**src/rtl/alu_issue_seq.sv**
```systemverilog
// Issue sequencer for the adiabatic ALU: buffers instructions and
// holds one decoded control word per Bennett cycle.
module alu_issue_seq #(
  parameter int WIDTH = 13,
  parameter int DEPTH = 2
) (
  input  logic             clk,
  input  logic             reset,
  input  logic             instFlag,
  input  logic [WIDTH-1:0] clkpos,
  input  logic [WIDTH-1:0] clkneg,
  input  logic             in_valid,
  input  logic [15:0]      in_instr,
  output logic             in_ready,
  output logic             ALU_Control0,
  output logic             ALU_Control1,
  output logic             A_mux,
  output logic             B_mux0,
  output logic             B_mux1,
  output logic             Adder_Cin,
  output logic             SUB,
  output logic             STL,
  output logic             mux3_0,
  output logic             mux3_1,
  output logic [15:0]      instr_out,
  output logic             ALU_O_Fclkpos,
  output logic             A_Fclkpos,
  output logic             op_active,
  output logic             seq_err
);

  localparam int AW = (DEPTH > 1) ? $clog2(DEPTH) : 1;
  localparam int CW = $clog2(DEPTH + 1);

  logic [15:0]   mem [DEPTH];
  logic [AW-1:0] wr_ptr;
  logic [AW-1:0] rd_ptr;
  logic [CW-1:0] count;

  logic          flag_q;
  logic          rise;
  logic          peak;
  logic          push;
  logic          pop;
  logic [15:0]   head;
  logic [3:0]    op;
  logic [9:0]    dec;
  logic          legal;
  logic [9:0]    ctrl_q;
  logic          fclk_q;
  logic          peak_seen;

  assign rise     = instFlag & ~flag_q;
  assign peak     = (clkpos == '1) && (clkneg == '0);
  assign in_ready = (count != CW'(DEPTH));
  assign push     = in_valid & in_ready;
  assign pop      = rise & (count != '0);
  assign head     = mem[rd_ptr];
  assign op       = head[15:12];

  // opcode to {ctrl1,ctrl0,a,b1,b0,cin,sub,stl,m1,m0}
  always_comb begin
    dec   = '0;
    legal = 1'b1;
    unique case (op)
      4'd0: dec = 10'b00_0_00_0_0_0_00;
      4'd1: dec = 10'b01_1_11_0_0_0_00;
      4'd2: dec = 10'b01_1_11_1_1_0_00;
      4'd3: dec = 10'b01_1_11_1_1_1_01;
      4'd4: dec = 10'b00_1_11_0_0_0_00;
      4'd5: dec = 10'b10_1_11_0_0_0_00;
      4'd6: dec = 10'b01_1_01_0_0_0_00;
      4'd7: dec = 10'b01_0_00_1_0_0_00;
      default: legal = 1'b0;
    endcase
  end

  // fifo storage
  always_ff @(posedge clk) begin
    if (push) mem[wr_ptr] <= in_instr;
  end

  // fifo pointers and occupancy
  always_ff @(posedge clk or negedge reset) begin
    if (!reset) begin
      wr_ptr <= '0;
      rd_ptr <= '0;
      count  <= '0;
    end else begin
      if (push) wr_ptr <= wr_ptr + AW'(1);
      if (pop)  rd_ptr <= rd_ptr + AW'(1);
      count <= count + CW'(push) - CW'(pop);
    end
  end

  // boundary edge detect; starts high so no rise at release
  always_ff @(posedge clk or negedge reset) begin
    if (!reset) flag_q <= 1'b1;
    else        flag_q <= instFlag;
  end

  // control word held for a full Bennett cycle
  always_ff @(posedge clk or negedge reset) begin
    if (!reset) begin
      ctrl_q    <= '0;
      instr_out <= '0;
      op_active <= 1'b0;
    end else if (rise) begin
      if (pop && legal) begin
        ctrl_q    <= dec;
        instr_out <= head;
        op_active <= (op != 4'd0);
      end else begin
        ctrl_q    <= '0;
        instr_out <= '0;
        op_active <= 1'b0;
      end
    end
  end

  // slow-clock pulse and per-cycle peak tracking
  always_ff @(posedge clk or negedge reset) begin
    if (!reset) begin
      fclk_q    <= 1'b0;
      peak_seen <= 1'b0;
    end else begin
      fclk_q <= peak & op_active;
      if (rise)                  peak_seen <= 1'b0;
      else if (peak & op_active) peak_seen <= 1'b1;
    end
  end

  // sticky error: illegal opcode or active op without a peak
  always_ff @(posedge clk or negedge reset) begin
    if (!reset) begin
      seq_err <= 1'b0;
    end else if (rise) begin
      if ((pop && !legal) || (op_active && !peak_seen))
        seq_err <= 1'b1;
    end
  end

  assign {ALU_Control1, ALU_Control0, A_mux, B_mux1, B_mux0,
          Adder_Cin, SUB, STL, mux3_1, mux3_0} = ctrl_q;
  assign ALU_O_Fclkpos = fclk_q;
  assign A_Fclkpos     = fclk_q;

endmodule
```
**config.mk**
```make
export PLATFORM = sky130hd
export DESIGN_NAME = alu_issue_seq
export DESIGN_NICKNAME = d
export VERILOG_FILES = /design/src/rtl/alu_issue_seq.sv
export SDC_FILE = /design/constraint.sdc
export NUM_CORES = 1
export LEC_CHECK = 0
export ABC_AREA = 1
export CAP_MARGIN = 20
export CORE_MARGIN = 5
export CORE_UTILIZATION = 43
export CTS_CLUSTER_SIZE = 16
export DETAILED_ROUTE_END_ITERATION = 8
export GPL_ROUTABILITY_DRIVEN = 0
export PLACE_DENSITY = 0.76
export SLEW_MARGIN = 25
export SYNTH_ARGS = -nofsm -noshare
export SYNTH_HDL_FRONTEND = slang
export SYNTH_SLANG_ARGS = --single-unit
```
**constraint.sdc**
```tcl
create_clock -name clk -period 1.66 [get_ports clk]
set_input_delay 0.166 -clock clk [delete_from_list [all_inputs] [get_ports clk]]
set_output_delay 0.166 -clock clk [all_outputs]
set_load 0.05 [all_outputs]
```
## After elaboration in Yosys (flattened, before gate mapping)

Memories as Yosys holds them, arrays and structs flattened.
Index checks and enable logic that the tools add are counted.

| word-level totals | value |
|---|---|
| latch bits | 0 |
| ROM bits | 0 |
| memories kept | 1 |
| logic and storage cells | 52 |
| bits in writable memories | 32 |
| bits of input ports | 46 |
| register bits after elaboration | 35 |

Memory list:

| name | depth | width | rd ports | clocked after Yosys merged registers in | wr ports | RTL line | source |
|---|---|---|---|---|---|---|---|
| mem | 2 | 16 | 1 | 0 | 1 | 35 | `logic [15:0] mem [DEPTH];` |

| cells by class | value |
|---|---|
| multiplexer cells | 9 |
| multiply operators | 0 |
| bitwise gates (word level) | 5 |
| equality and inequality tests | 9 |
| $lt $le $gt $ge | 0 |
| shift-type cells | 0 |
| reduce and logical (&&, ||, !) cells | 14 |
| divide/modulo/power cells | 0 |
| add/subtract/negate cells | 4 |

Operators by type and width:

| kind | number |
|---|---|
| $pmux W10 S7 | 1 |
| $eq A4 B3 Y1 const B | 4 |
| $mux W16 | 1 |
| $eq A13 B13 Y1 const B | 1 |
| $logic_not A13 Y1 | 1 |
| $mux W10 | 1 |
| $eq A4 B2 Y1 const B | 2 |
| $reduce_or A8 Y1 | 1 |
| $mux W1 | 6 |
| $and A1 B1 Y1 | 4 |
| $eq A4 B1 Y1 const B | 1 |
| $logic_and A1 B1 Y1 | 4 |
| $logic_not A4 Y1 | 1 |
| $reduce_bool A2 Y1 | 2 |
| $reduce_bool A4 Y1 | 1 |
| $add A1 B1 Y1 const B | 2 |
| $add A2 B1 Y2 | 1 |
| $logic_not A1 Y1 | 2 |
| $ne A2 B2 Y1 const B | 1 |
| $reduce_and A2 Y1 | 1 |
| $sub A2 B1 Y2 | 1 |
| $logic_or A1 B1 Y1 | 1 |
| $not A1 Y1 | 1 |

## Longest topological paths before layout

An unclocked memory read counts as a cell.

| depth | value |
|---|---|
| depth in word-level cells | 8 |
| depth in mapped cells | 9 |
| gate-level depth less buffers | 8 |

## Worst setup path before layout

Ideal clock, no wire load.

| path | value |
|---|---|
| path type | register to register |
| from | register count[1] |
| to | memory mem[1][0], enable pin |
| setup time | 390 ps |
| data arrival time | 1703 ps |
| stages on the path, launching flop included | 4 |
| slack | -433 ps |
| data required time | 1270 ps |
| cells stage by stage | dfrtp_1 > nand2_1 > nand2_1 > nor2_1 |

| on the way | value |
|---|---|
| cells in the longest elaborated chain, start to end | 4 |

RTL lines:

| item | RTL line | source |
|---|---|---|
| from (decl) | 38 | `logic [CW-1:0] count;` |
| from (signal assigned) | 92 | `count <= count + CW'(push) - CW'(pop);` |
| $ne A2 B2 Y1 | 55 | `assign in_ready = (count != CW'(DEPTH));` |
| net in_ready | 14 | `output logic in_ready,` |
| $and A1 B1 Y1 | 56 | `assign push = in_valid & in_ready;` |
| $mux W1 | 80 | `if (push) mem[wr_ptr] <= in_instr;` |
| $mux W1 (implied by the code) | 80 |  |
| to (decl) | 35 |  |

The timed path passes the listed nets, and every way through them passes these cells.

## Final worst setup path

| path | value |
|---|---|
| from | register flag_q |
| to | register count[1] |

| on the way | value |
|---|---|
| cells in the longest elaborated chain, start to end | 4 |

RTL lines:

| item | RTL line | source |
|---|---|---|
| from (decl) | 40 | `logic flag_q;` |
| from (signal assigned) | 99 | `else flag_q <= instFlag;` |
| $not A1 Y1 | 53 | `assign rise = instFlag & ~flag_q;` |
| $and A1 B1 Y1 | 53 |  |
| $and A1 B1 Y1 | 57 | `assign pop = rise & (count != '0);` |
| net pop | 44 | `logic pop;` |
| $sub A2 B1 Y2 | 92 |  |

The timed path passes the listed nets, and every way through them passes these cells.
A chain may end at the register's enable or synchronous reset.

==> impl_metrics.json <==
{
  "yosysWarnings": 0,
  "track_usage_pct": 14.0,
  "ys_types": 31,
  "ys_ff_latch": 64,
  "finalHoldViolCount": 0,
  "synthCells": 264,
  "syn_area_per_cell_sq_um": 10.4,
  "drc": 0,
  "synth_top_area_share_pct": 35.0,
  "fmax_mhz": 692,
  "setup.worst_path.class": "flip-flop to flip-flop",
  "synth_fa_ha_area_share_pct": 0.912,
  "synth_async_sr_flop_share_pct": 50.0,
  "cts.htree.levels": 3,
  "diodes": 0,
  "swShare_pct": 42.9,
  "critical_path_peak_fanout": 2,
  "post-cts-setup-buffer-count": 0,
  "nNetsFinal": 397,
  "synth-compound-area-share_pct": 7.25,
  "clock_latency_ps": 340,
  "clkTransAtPathRegs_ps": 70,
  "critical-path-top-delay-family": "flip-flops",
  "drtAntennaViolNets": 0,
  "start_util_pct": 43.7,
  "fin_crit_sh_pct": 87.0,
  "dp.cells": 415,
  "port_buffers": 75,
  "antenna_found_initial": 0,
  "setup_tns_ps": 0,
  "synth_xor_area_share_pct": 0.958,
  "area_growth_pct": 35.9,
  "drt_iter0_drc": 72,
  "crit_chain": "inv_1 -> nand2_1 -> nor2_1 -> ha_1 -> inv_1 -> ha_1 -> xnor2_1",
  "synth_nets": 312,
  "cts_hold_repair.buffers": 0,
  "dieArea_sq_um": 8080,
  "clkPwrFrac_pct": 18.0,
  "regArea_sq_um": 1760,
  "crit_slowest_cell": "dfstp_2",
  "synth_area_leaders": "edfxtp_1, dfrtp_1, nand2_1, inv_1, o211ai_1",
  "synth_top_family_by_area": "simple AND/OR/NAND/NOR gates",
  "yosysTopAreaCell": "edfxtp_1",
  "clockBufferDepth": 2,
  "power_density_nw_per_um2": 1700,
  "r2r-end": "count[1]",
  "dpl.hpwl_um": 4040,
  "synth-edff-count": 32,
  "p_comb_share_pct": 43.5,
  "fin_crit_ps": 1440,
  "path_buf_inv": 2,
  "maxSlewHeadroom_pct": 65.1,
  "worstPathArrival_ps": 1670,
  "max_stage_delay_ps": 560,
  "fillers": 531,
  "grt_setup_unrepaired": "no",
  "root_buffer": "clkbuf_8",
  "slew_violations": 0,
  "syn_area_sq_um": 2740,
  "yosys.area_share.simple_pct": 18.4,
  "wl_per_cell_um": 12.8,
  "gr-total-overflow": 0,
  "cap_violations": 0,
  "ir_drop_mv": 0.869,
  "power.leakage_nw": 1.73,
  "drive_gt1_share_pct": 20.1,
  "worst_pin_slew_ps": 522,
  "switchingPower_mw": 2.72,
  "io_pins": 77,
  "multi_input_area_sq_um": 777,
  "muxShareOfSynthArea_pct": 0,
  "ff2ff_setup_slack_ps": 220,
  "run_status": "completed",
  "clkSinkCount": 64,
  "cts_made_buffers": 9,
  "cp-start-kind": "flip-flop",
  "cts_resized": 1,
  "worstSetupEndpointType": "flip-flop",
  "r2r_cells": 7,
  "drt-pass1-iter-count": 4,
  "routed_wl_um": 5540,
  "cp.required_ps": 1880,
  "core-area_sq_um": 6280,
  "row_count": 29,
  "viasPerCell": 4.73,
  "hold_class": "input pin to async pin",
  "grt_pass1_vias": 2022,
  "grt_pass1_wl_um": 9240,
  "intPower_mw": 3.63,
  "grt_max_degree": 33,
  "die_h_um": 89.9,
  "finalNonFillerCells": 431,
  "r2r-start": "flag_q",
  "cts_tree": "yes",
  "via_count": 2038,
  "clock_skew_ps": 5.92,
  "synth-main-ff-cell": "edfxtp_1",
  "seq_power_share_pct": 38.5,
  "seq_area_frac_synth_pct": 64.3,
  "die_x_um": 89.9,
  "setup_violations": 0
}
Yosys cell counts, types with 2 or more instances:
| master | instances |
|---|---|
| buf_2 | 2 |
| a21oi_1 | 2 |
| ha_1 | 2 |
| nand4_1 | 4 |
| dfrtp_1 | 31 |
| nor4_1 | 2 |
| nand2_1 | 83 |
| nor2_1 | 20 |
| o211ai_1 | 12 |
| o21ai_1 | 3 |
| edfxtp_1 | 32 |
| inv_1 | 34 |
| nand2_2 | 2 |
| buf_6 | 4 |
| nand3_1 | 3 |
| a22o_1 | 2 |
| buf_4 | 4 |
| o21ai_2 | 5 |
| clkbuf_1 | 2 |
| xnor2_1 | 2 |
| nor2_2 | 3 |
power groups by stage:
stage | logic (mW) | clock network (mW) | registers (mW)
CTS | 2.80 | 1.18 | 2.45
detailed placement | 2.79 | 0 | 2.48
global placement | 2.74 | 0 | 2.47
finish | 2.76 | 1.14 | 2.45
floorplan | 1.09 | 0 | 3.27
global route | 2.98 | 1.23 | 2.50
how the worst max path moves through the flow:
stage	cells after the start	to	slack, ps	from
global route	9	ctrl_q[8]	80	rd_ptr
detailed placement	8	instr_out[9]	60	instFlag
global placement	8	instr_out[7]	130	instFlag
finish	7	count[1]	220	flag_q
floorplan	6	count[1]	50	count[1]
CTS	1	ALU_O_Fclkpos	4	ALU_O_Fclkpos
through the flow:
step / hold slack [ps] / setup slack, ps / instance area (sq um) / util [%] / power (mW)
after floorplan: -130 / 47.4 / 2760 / - / 4.37
after global placement: 457 / 133 / 3550 / 56.6 / 5.21
after detailed placement: 467 / 64.4 / 3550 / 56.6 / 5.27
after CTS: 219 / 3.56 / 3720 / 59.3 / 6.43
after global routing: 252 / 79.5 / 3730 / 59.4 / 6.71
final: 221 / 215 / 3730 / 59.4 / 6.35
metal layers:
metal  vias up  global-route usage [%]  wire, um
met1       951                    16.3      2310
met2        58                    23.9      2770
met5         -                       0         0
li1       1023                       -         -
met3         6                    5.43       383
met4         0                    4.47        72
logic make-up after synthesis:
group                    count (synthesis)
flip-flops                              64
XOR/XNOR                                 3
other                                    1
AO/OA/AOI/OAI                           27
buffers and inverters                   46
adder cells (fa/ha/maj)                  2
AND/OR/NAND/NOR                        121
worst register-to-register path: stages (launching register included):
cell	delay (ps)
dfstp_2	560
inv_1	40
nand2_1	80
nor2_1	70
ha_1	270
inv_1	40
ha_1	170
xnor2_1	120
placed cells by master, fill, tap and decap left out, types with 4 or more instances in the layout:
cell type and count:
buf_4 37, clkbuf_8 9, clkdlybuf4s50_1 45, dfrtp_1 31, edfxtp_1 32, inv_1 34
nand2_1 82, nand4_1 4, nor2_1 18, o211ai_1 12, o21ai_2 5
sequential cells by signal (all words and copies together), names as in the netlist:
signal         flops
instr_out         16
seq_err            1
op_active          1
ALU_O_Fclkpos      1
mem               32
peak_seen          1
ctrl_q             7
flag_q             1
count              2
wr_ptr             1
rd_ptr             1
layout make-up:
class	count	area share [%]
Inverter	34	3.43
Tap cell	77	2.59
Sequential cell	64	47.3
Clock buffer	9	3.32
Multi-Input combinational cell	154	20.9
Clock inverter	7	1.31
Timing Repair Buffer	86	21.2
No activity file was read; power rests on OpenSTA's default activity.
